### config.mk
export PLATFORM = sky130hd
export DESIGN_NAME = onebc_ctrl_flat
export DESIGN_NICKNAME = d
export VERILOG_FILES = /design/src/rtl/onebc_ctrl_if.sv /design/src/rtl/onebc_ctrl.sv /design/src/flat_wrapper.sv
export SDC_FILE = /design/constraint.sdc
export NUM_CORES = 1
export LEC_CHECK = 0
export CAP_MARGIN = 20
export CORE_AREA = 2 2 58 55
export DETAILED_ROUTE_END_ITERATION = 12
export DIE_AREA = 0 0 60 57
export PLACE_DENSITY = 0.76
export SYNTH_ARGS = -nofsm -noshare
export SYNTH_HDL_FRONTEND = slang
export SYNTH_SLANG_ARGS = --single-unit
### constraint.sdc
create_clock -name clk_i -period 1.36 [get_ports clk_i]
set_input_delay 0.272 -clock clk_i [delete_from_list [all_inputs] [get_ports clk_i]]
set_output_delay 0.272 -clock clk_i [all_outputs]
set_load 0.01 [all_outputs]
### src/rtl/onebc_ctrl_if.sv
// onebc_ctrl_if: program-ROM and datapath bus of the 1-bit computer sequencer.
// master = sequencer side, slave = ROM/datapath side.
interface onebc_ctrl_if #(
    parameter int PC_W = 8
);
    logic [PC_W-1:0] rom_addr_o;
    logic [7:0]      rom_data_i;
    logic            rr_i;
    logic            exec_o;
    logic [3:0]      op_o;
    logic [3:0]      io_addr_o;

    modport master (
        output rom_addr_o, exec_o, op_o, io_addr_o,
        input  rom_data_i, rr_i
    );

    modport slave (
        input  rom_addr_o, exec_o, op_o, io_addr_o,
        output rom_data_i, rr_i
    );
endinterface

### src/rtl/onebc_ctrl.sv
// onebc_ctrl: fetch/decode sequencer for the 1-bit computer.
// Define ONEBC_CTRL_STACK_EN to build the one-entry JSR/RTN return register.
module onebc_ctrl #(
    parameter int PC_W = 8
) (
    input  logic         clk_i,
    input  logic         arst_ni,
    input  logic         run_i,
    output logic         halt_o,
    onebc_ctrl_if.master bus
);

    typedef enum logic [2:0] {
        IDLE,
        FETCH,
        DECODE,
        OPFETCH,
        OPLOAD,
        HALT
    } state_t;

    localparam logic [PC_W-1:0] ONE = PC_W'(1);
    localparam logic [PC_W-1:0] TWO = PC_W'(2);

    state_t          state;
    logic [PC_W-1:0] pc;
    logic            exec_q;
    logic [3:0]      op_q;
    logic [3:0]      addr_q;
    logic            halt_q;

`ifdef ONEBC_CTRL_STACK_EN
    logic [PC_W-1:0] ret_q;
    logic            ret_v;
    logic            jsr_q;
`endif

    logic [3:0] opc;
    logic       is_dp;
    logic       is_skz;
    logic       is_jmp;
    logic       is_rtn;
    logic       is_hlt;

    assign opc    = bus.rom_data_i[7:4];
    assign is_dp  = (opc <= 4'hA);
    assign is_jmp = (opc == 4'hB) || (opc == 4'hC);
    assign is_skz = (opc == 4'hD);
    assign is_rtn = (opc == 4'hE);
    assign is_hlt = (opc == 4'hF);

    always_ff @(posedge clk_i or negedge arst_ni) begin
        if (!arst_ni) begin
            state  <= IDLE;
            pc     <= '0;
            exec_q <= 1'b0;
            op_q   <= '0;
            addr_q <= '0;
            halt_q <= 1'b0;
`ifdef ONEBC_CTRL_STACK_EN
            ret_q  <= '0;
            ret_v  <= 1'b0;
            jsr_q  <= 1'b0;
`endif
        end else begin
            exec_q <= 1'b0;
            unique case (state)
                IDLE: begin
                    if (run_i) state <= FETCH;
                end
                FETCH: state <= DECODE;
                DECODE: begin
                    state <= run_i ? FETCH : IDLE;
                    unique case (1'b1)
                        is_dp: begin
                            op_q   <= opc;
                            addr_q <= bus.rom_data_i[3:0];
                            exec_q <= 1'b1;
                            pc     <= pc + ONE;
                        end
                        is_skz: pc <= bus.rr_i ? pc + ONE : pc + TWO;
                        is_jmp: begin
                            pc    <= pc + ONE;
                            state <= OPFETCH;
`ifdef ONEBC_CTRL_STACK_EN
                            jsr_q <= (opc == 4'hB);
`endif
                        end
                        is_rtn: begin
`ifdef ONEBC_CTRL_STACK_EN
                            if (ret_v) begin
                                pc    <= ret_q;
                                ret_v <= 1'b0;
                            end else begin
                                pc <= pc + ONE;
                            end
`else
                            pc <= pc + ONE;
`endif
                        end
                        is_hlt: begin
                            state  <= HALT;
                            halt_q <= 1'b1;
                        end
                    endcase
                end
                OPFETCH: state <= OPLOAD;
                OPLOAD: begin
                    // pc still points at the operand word here
                    pc    <= PC_W'(bus.rom_data_i);
                    state <= run_i ? FETCH : IDLE;
`ifdef ONEBC_CTRL_STACK_EN
                    if (jsr_q) begin
                        ret_q <= pc + ONE;
                        ret_v <= 1'b1;
                    end
`endif
                end
                HALT: state <= HALT;
                default: state <= IDLE;
            endcase
        end
    end

    assign bus.rom_addr_o = pc;
    assign bus.exec_o     = exec_q;
    assign bus.op_o       = op_q;
    assign bus.io_addr_o  = addr_q;
    assign halt_o         = halt_q;

endmodule

### src/flat_wrapper.sv
// flat-port wrapper written by rule: the top's interface ports become plain ports
module onebc_ctrl_flat 
#(
    parameter int PC_W = 8
)
  (clk_i, arst_ni, run_i, halt_o, bus_rom_addr_o, bus_exec_o, bus_op_o, bus_io_addr_o, bus_rom_data_i, bus_rr_i);
  onebc_ctrl_if #(.PC_W(PC_W)) bus_i ();
  input  logic clk_i;
  input  logic arst_ni;
  input  logic run_i;
  output logic halt_o;
  output wire logic [$bits(bus_i.rom_addr_o)-1:0] bus_rom_addr_o;
  output wire logic [$bits(bus_i.exec_o)-1:0] bus_exec_o;
  output wire logic [$bits(bus_i.op_o)-1:0] bus_op_o;
  output wire logic [$bits(bus_i.io_addr_o)-1:0] bus_io_addr_o;
  input wire logic [$bits(bus_i.rom_data_i)-1:0] bus_rom_data_i;
  input wire logic [$bits(bus_i.rr_i)-1:0] bus_rr_i;
  assign bus_rom_addr_o = bus_i.rom_addr_o;
  assign bus_exec_o = bus_i.exec_o;
  assign bus_op_o = bus_i.op_o;
  assign bus_io_addr_o = bus_i.io_addr_o;
  assign bus_i.rom_data_i = bus_rom_data_i;
  assign bus_i.rr_i = bus_rr_i;
  onebc_ctrl #(.PC_W(PC_W)) u_core (.clk_i(clk_i), .arst_ni(arst_ni), .run_i(run_i), .halt_o(halt_o), .bus(bus_i));
endmodule
==> results of run 1 <==
==> flip-flops by register name (all words and copies together), names as in the netlist <==
name	count
u_core.bus.rom_addr_o	8
u_core.bus.io_addr_o	4
u_core.bus.op_o	4
u_core.state	3
u_core.bus.exec_o	1
u_core.halt_o	1
==> power by group through the flow <==
stage | Combinational, mW | Sequential, mW | Clock, mW
final | 2.11 | 1.10 | 0.329
after detailed placement | 1.85 | 1.18 | 0
after global placement | 1.79 | 1.15 | 0
after floorplan | 0.752 | 1.29 | 0
after global routing | 2.29 | 1.14 | 0.353
after CTS | 1.88 | 1.10 | 0.324
==> metal layers <==
| layer | share of wire (%) | routed length [um] | GRT usage [%] | vias to the layer above |
|---|---|---|---|---|
| met5 | 0 | 0 | 0 | - |
| met4 | 0 | 0 | 2.86 | 0 |
| met3 | 5.3 | 163 | 3.63 | 0 |
| met2 | 51 | 1550 | 30.4 | 33 |
| met1 | 44 | 1350 | 24.8 | 525 |
| li1 | - | - | - | 517 |
==> metrics by stage <==
| stage | util [%] | instance area (sq um) | TNS [ns] | hold WS, ns |
|---|---|---|---|---|
| after floorplan | - | 1130 | -0.199 | -0.0236 |
| after global placement | 55.6 | 1600 | -9.23 | 0.460 |
| after detailed placement | 55.6 | 1600 | -10.07 | 0.486 |
| after CTS | 57.6 | 1660 | -1.49 | 0.293 |
| after global routing | 60.8 | 1750 | -2.35 | 0.312 |
| final | 60.8 | 1750 | -1.54 | 0.274 |
==> worst max-delay path by stage <==
stage	depth (start not counted)	endpoint
after floorplan	5	u_core.bus.rom_addr_o[6]
after global placement	5	u_core.bus.rom_addr_o[7]
after detailed placement	5	u_core.bus.rom_addr_o[7]
after CTS	4	u_core.bus.rom_addr_o[1]
after global routing	4	u_core.bus.rom_addr_o[6]
final	4	u_core.bus.rom_addr_o[7]
==> cell usage in the layout, fill, tap and decap left out, drive strengths merged, types with 2 or more instances in the layout <==
cell type and n:
dlygate4sd2 19, clkdlybuf4s50 7, nand2b 2, inv 5, o311ai 2, a31oi 4
nand2 7, nand4 2, nand3b 2, or3 5, clkbuf 4, nor3 2
o21ai 8, mux2 7, dfrtp 21, nand3 5, or4 3, buf 34
a21oi 4, ha 2, nor2 7
==> worst register-to-register path, delay by kind of cell, from the launching register on <==
| kind | cells | cell delay (ns) |
|---|---|---|
| AOI/OAI and AO/OA | 1 | 0.14 |
| DFF | 1 | 0.46 |
| and+or+nand+nor | 3 | 0.88 |
==> logic make-up (layout without fill, tap and decap cells) <==
| family | count (synthesis) | after routing | share of synthesized area (%) |
|---|---|---|---|
| compound gates | 25 | 25 | 15.7 |
| mux | 8 | 8 | 8.16 |
| xor+xnor | 1 | 1 | 0.805 |
| buf+inv | 8 | 70 | 4.25 |
| fa+ha+maj | 2 | 2 | 2.30 |
| simple gates | 39 | 40 | 20.5 |
| flops | 21 | 21 | 48.3 |
==> what timing repair did <==
item	4_1_cts	5_1_grt
gates resized for setup	29	19
cloned	0	1
setup endpoints to repair	35	17
pin swaps	3	8
setup buffers	7	4
==> cell type report <==
class / count / share of cell area [%]
sequential: 21 / 30.1
tap: 42 / 3.01
clock buffer: 4 / 1.50
inverter: 5 / 1.22
multi-input combinational: 76 / 34.9
timing repair buffer: 61 / 29.3
==> results.json, run 1 <==
{
  "grt_antenna_before_repair": 0,
  "insertedDiodeCount": 0,
  "status": "complete, but fails checks",
  "regArea_sq_um": 527,
  "dp_cells": 194,
  "start_util_pct": 37.8,
  "vdd_drop_max_v": 0.00122,
  "slew_violations": 0,
  "final_nets": 182,
  "cts_hold_buf": 0,
  "drive_gt1_share_pct": 37.7,
  "clkLatencyLatePin_ns": 0.31,
  "synth_top_area_share_pct": 48.3,
  "fin_cells": 209,
  "setup_viol": 14,
  "synthFlopType": "dfrtp_1",
  "finalPower_mw": 3.54,
  "fin_worst_skew_ns": 0.00703,
  "cts_buffers": 3,
  "port_buffers": 29,
  "ys_top_cells_by_area": "dfrtp_1 (48%), mux2_2 (7.2%), o21ai_0 (3.2%), nand2_1 (2.4%), nor2_1 (2.4%)",
  "grt_usage_pct": 18.2,
  "cp-end-kind": "flip-flop",
  "combPwrFrac_pct": 59.6,
  "cts-root-buf": "clkbuf_4",
  "p_per_area_nw_per_um2": 2030,
  "gp_congestion": 0.824,
  "drc": 0,
  "dp_hpwl_um": 2160,
  "yosysSeqAreaShare_pct": 48.3,
  "synth_enable_flop_cells": 0,
  "routed_via_density": 5.14,
  "violations": "negative setup slack",
  "fin_crit_ns": 1.55,
  "dpl_worst_slack_ns": -0.628,
  "grt_overflow_total": 0,
  "wl_per_cell_um": 14.7,
  "crit_buf_inv": 0,
  "power_frac_seq_pct": 31.1,
  "worst-path-max-fanout": 4,
  "pin_count": 30,
  "yosysWarnings": 0,
  "area_growth_pct": 60.6,
  "clk_pin_slew_ns": 0.14,
  "antenna_left": 0,
  "r2r_start": "u_core.state[0]",
  "reg2regPathDepth": 4,
  "hold_class": "in -> async",
  "r2r-end": "u_core.bus.rom_addr_o[7]",
  "clock_power_share_pct": 9.3,
  "crit_start": "u_core.state[0]",
  "crit_family": "simple AND/OR/NAND/NOR gates",
  "grt_pass1_wl_um": 4790,
  "fmax_mhz": 644,
  "drt-initial-drc-count": 23,
  "synth_seq_cells": 21,
  "slew_headroom_pct": 76.7,
  "regToRegSetupSlack_ns": -0.19,
  "dr_total_vias": 1075,
  "wirelength_um": 3060,
  "cts.sinks": 21,
  "hold_viol_final": 0,
  "switchingPower_mw": 1.36,
  "fin_ws_ns": -0.193,
  "grt_pass1_vias": 1049,
  "async_flop_share_pct": 100,
  "swShare_pct": 38.5,
  "p_int_mw": 2.18,
  "synth_most_common_cell": "dfrtp_1",
  "arrival_ns": 1.79,
  "critical_path_class": "reg -> reg",
  "grt_max_degree": 22,
  "multi_input_area_sq_um": 609,
  "maxCapViolCount": 0,
  "required_ns": 1.60,
  "critical_path.max_stage_delay_ns": 0.46,
  "slowest_stage": "dfrtp_2",
  "synth_cell_types": 36,
  "syn_area_sq_um": 1090,
  "drt_pre_antenna_iters": 4,
  "synth_common_cells": "dfrtp_1 (21), mux2_2 (7), nand2_1 (7), nor2_1 (7), o21ai_0 (7)",
  "cp-start-kind": "flip-flop",
  "die_h_um": 57,
  "n_fill_cell": 262,
  "total_leakage_power_nw": 0.768,
  "synth_nets": 118,
  "die_w_um": 60,
  "cts_tree": "done",
  "fin_crit_sh_pct": 114,
  "h-tree-depth": 1,
  "core-area_sq_um": 2880,
  "cp_cell_sequence": "nor3b_4 -> nand3_2 -> or4_1 -> a31oi_1",
  "syn_inst": 104,
  "rsz0062_at_grt": "yes",
  "tightest_slew_ns": 0.340,
  "dieArea_sq_um": 3420,
  "synth_top_area_cell": "dfrtp_1",
  "syn_area_per_cell_sq_um": 10.5,
  "cts_max_path_buffers": 2,
  "num_rows": 19
}
No activity file was read; power rests on OpenSTA's default activity.
==> inputs of run 2 (changes only) <==
--- a/config.mk
+++ b/config.mk
@@ -9,6 +9,7 @@
 export CORE_AREA = 2 2 58 55
 export DETAILED_ROUTE_END_ITERATION = 12
 export DIE_AREA = 0 0 60 57
+export GPL_ROUTABILITY_DRIVEN = 1
 export PLACE_DENSITY = 0.76
 export SYNTH_ARGS = -nofsm -noshare
 export SYNTH_HDL_FRONTEND = slang
==> results of run 2 <==
Final layout, timing and power as in run 1 (identical DEF).
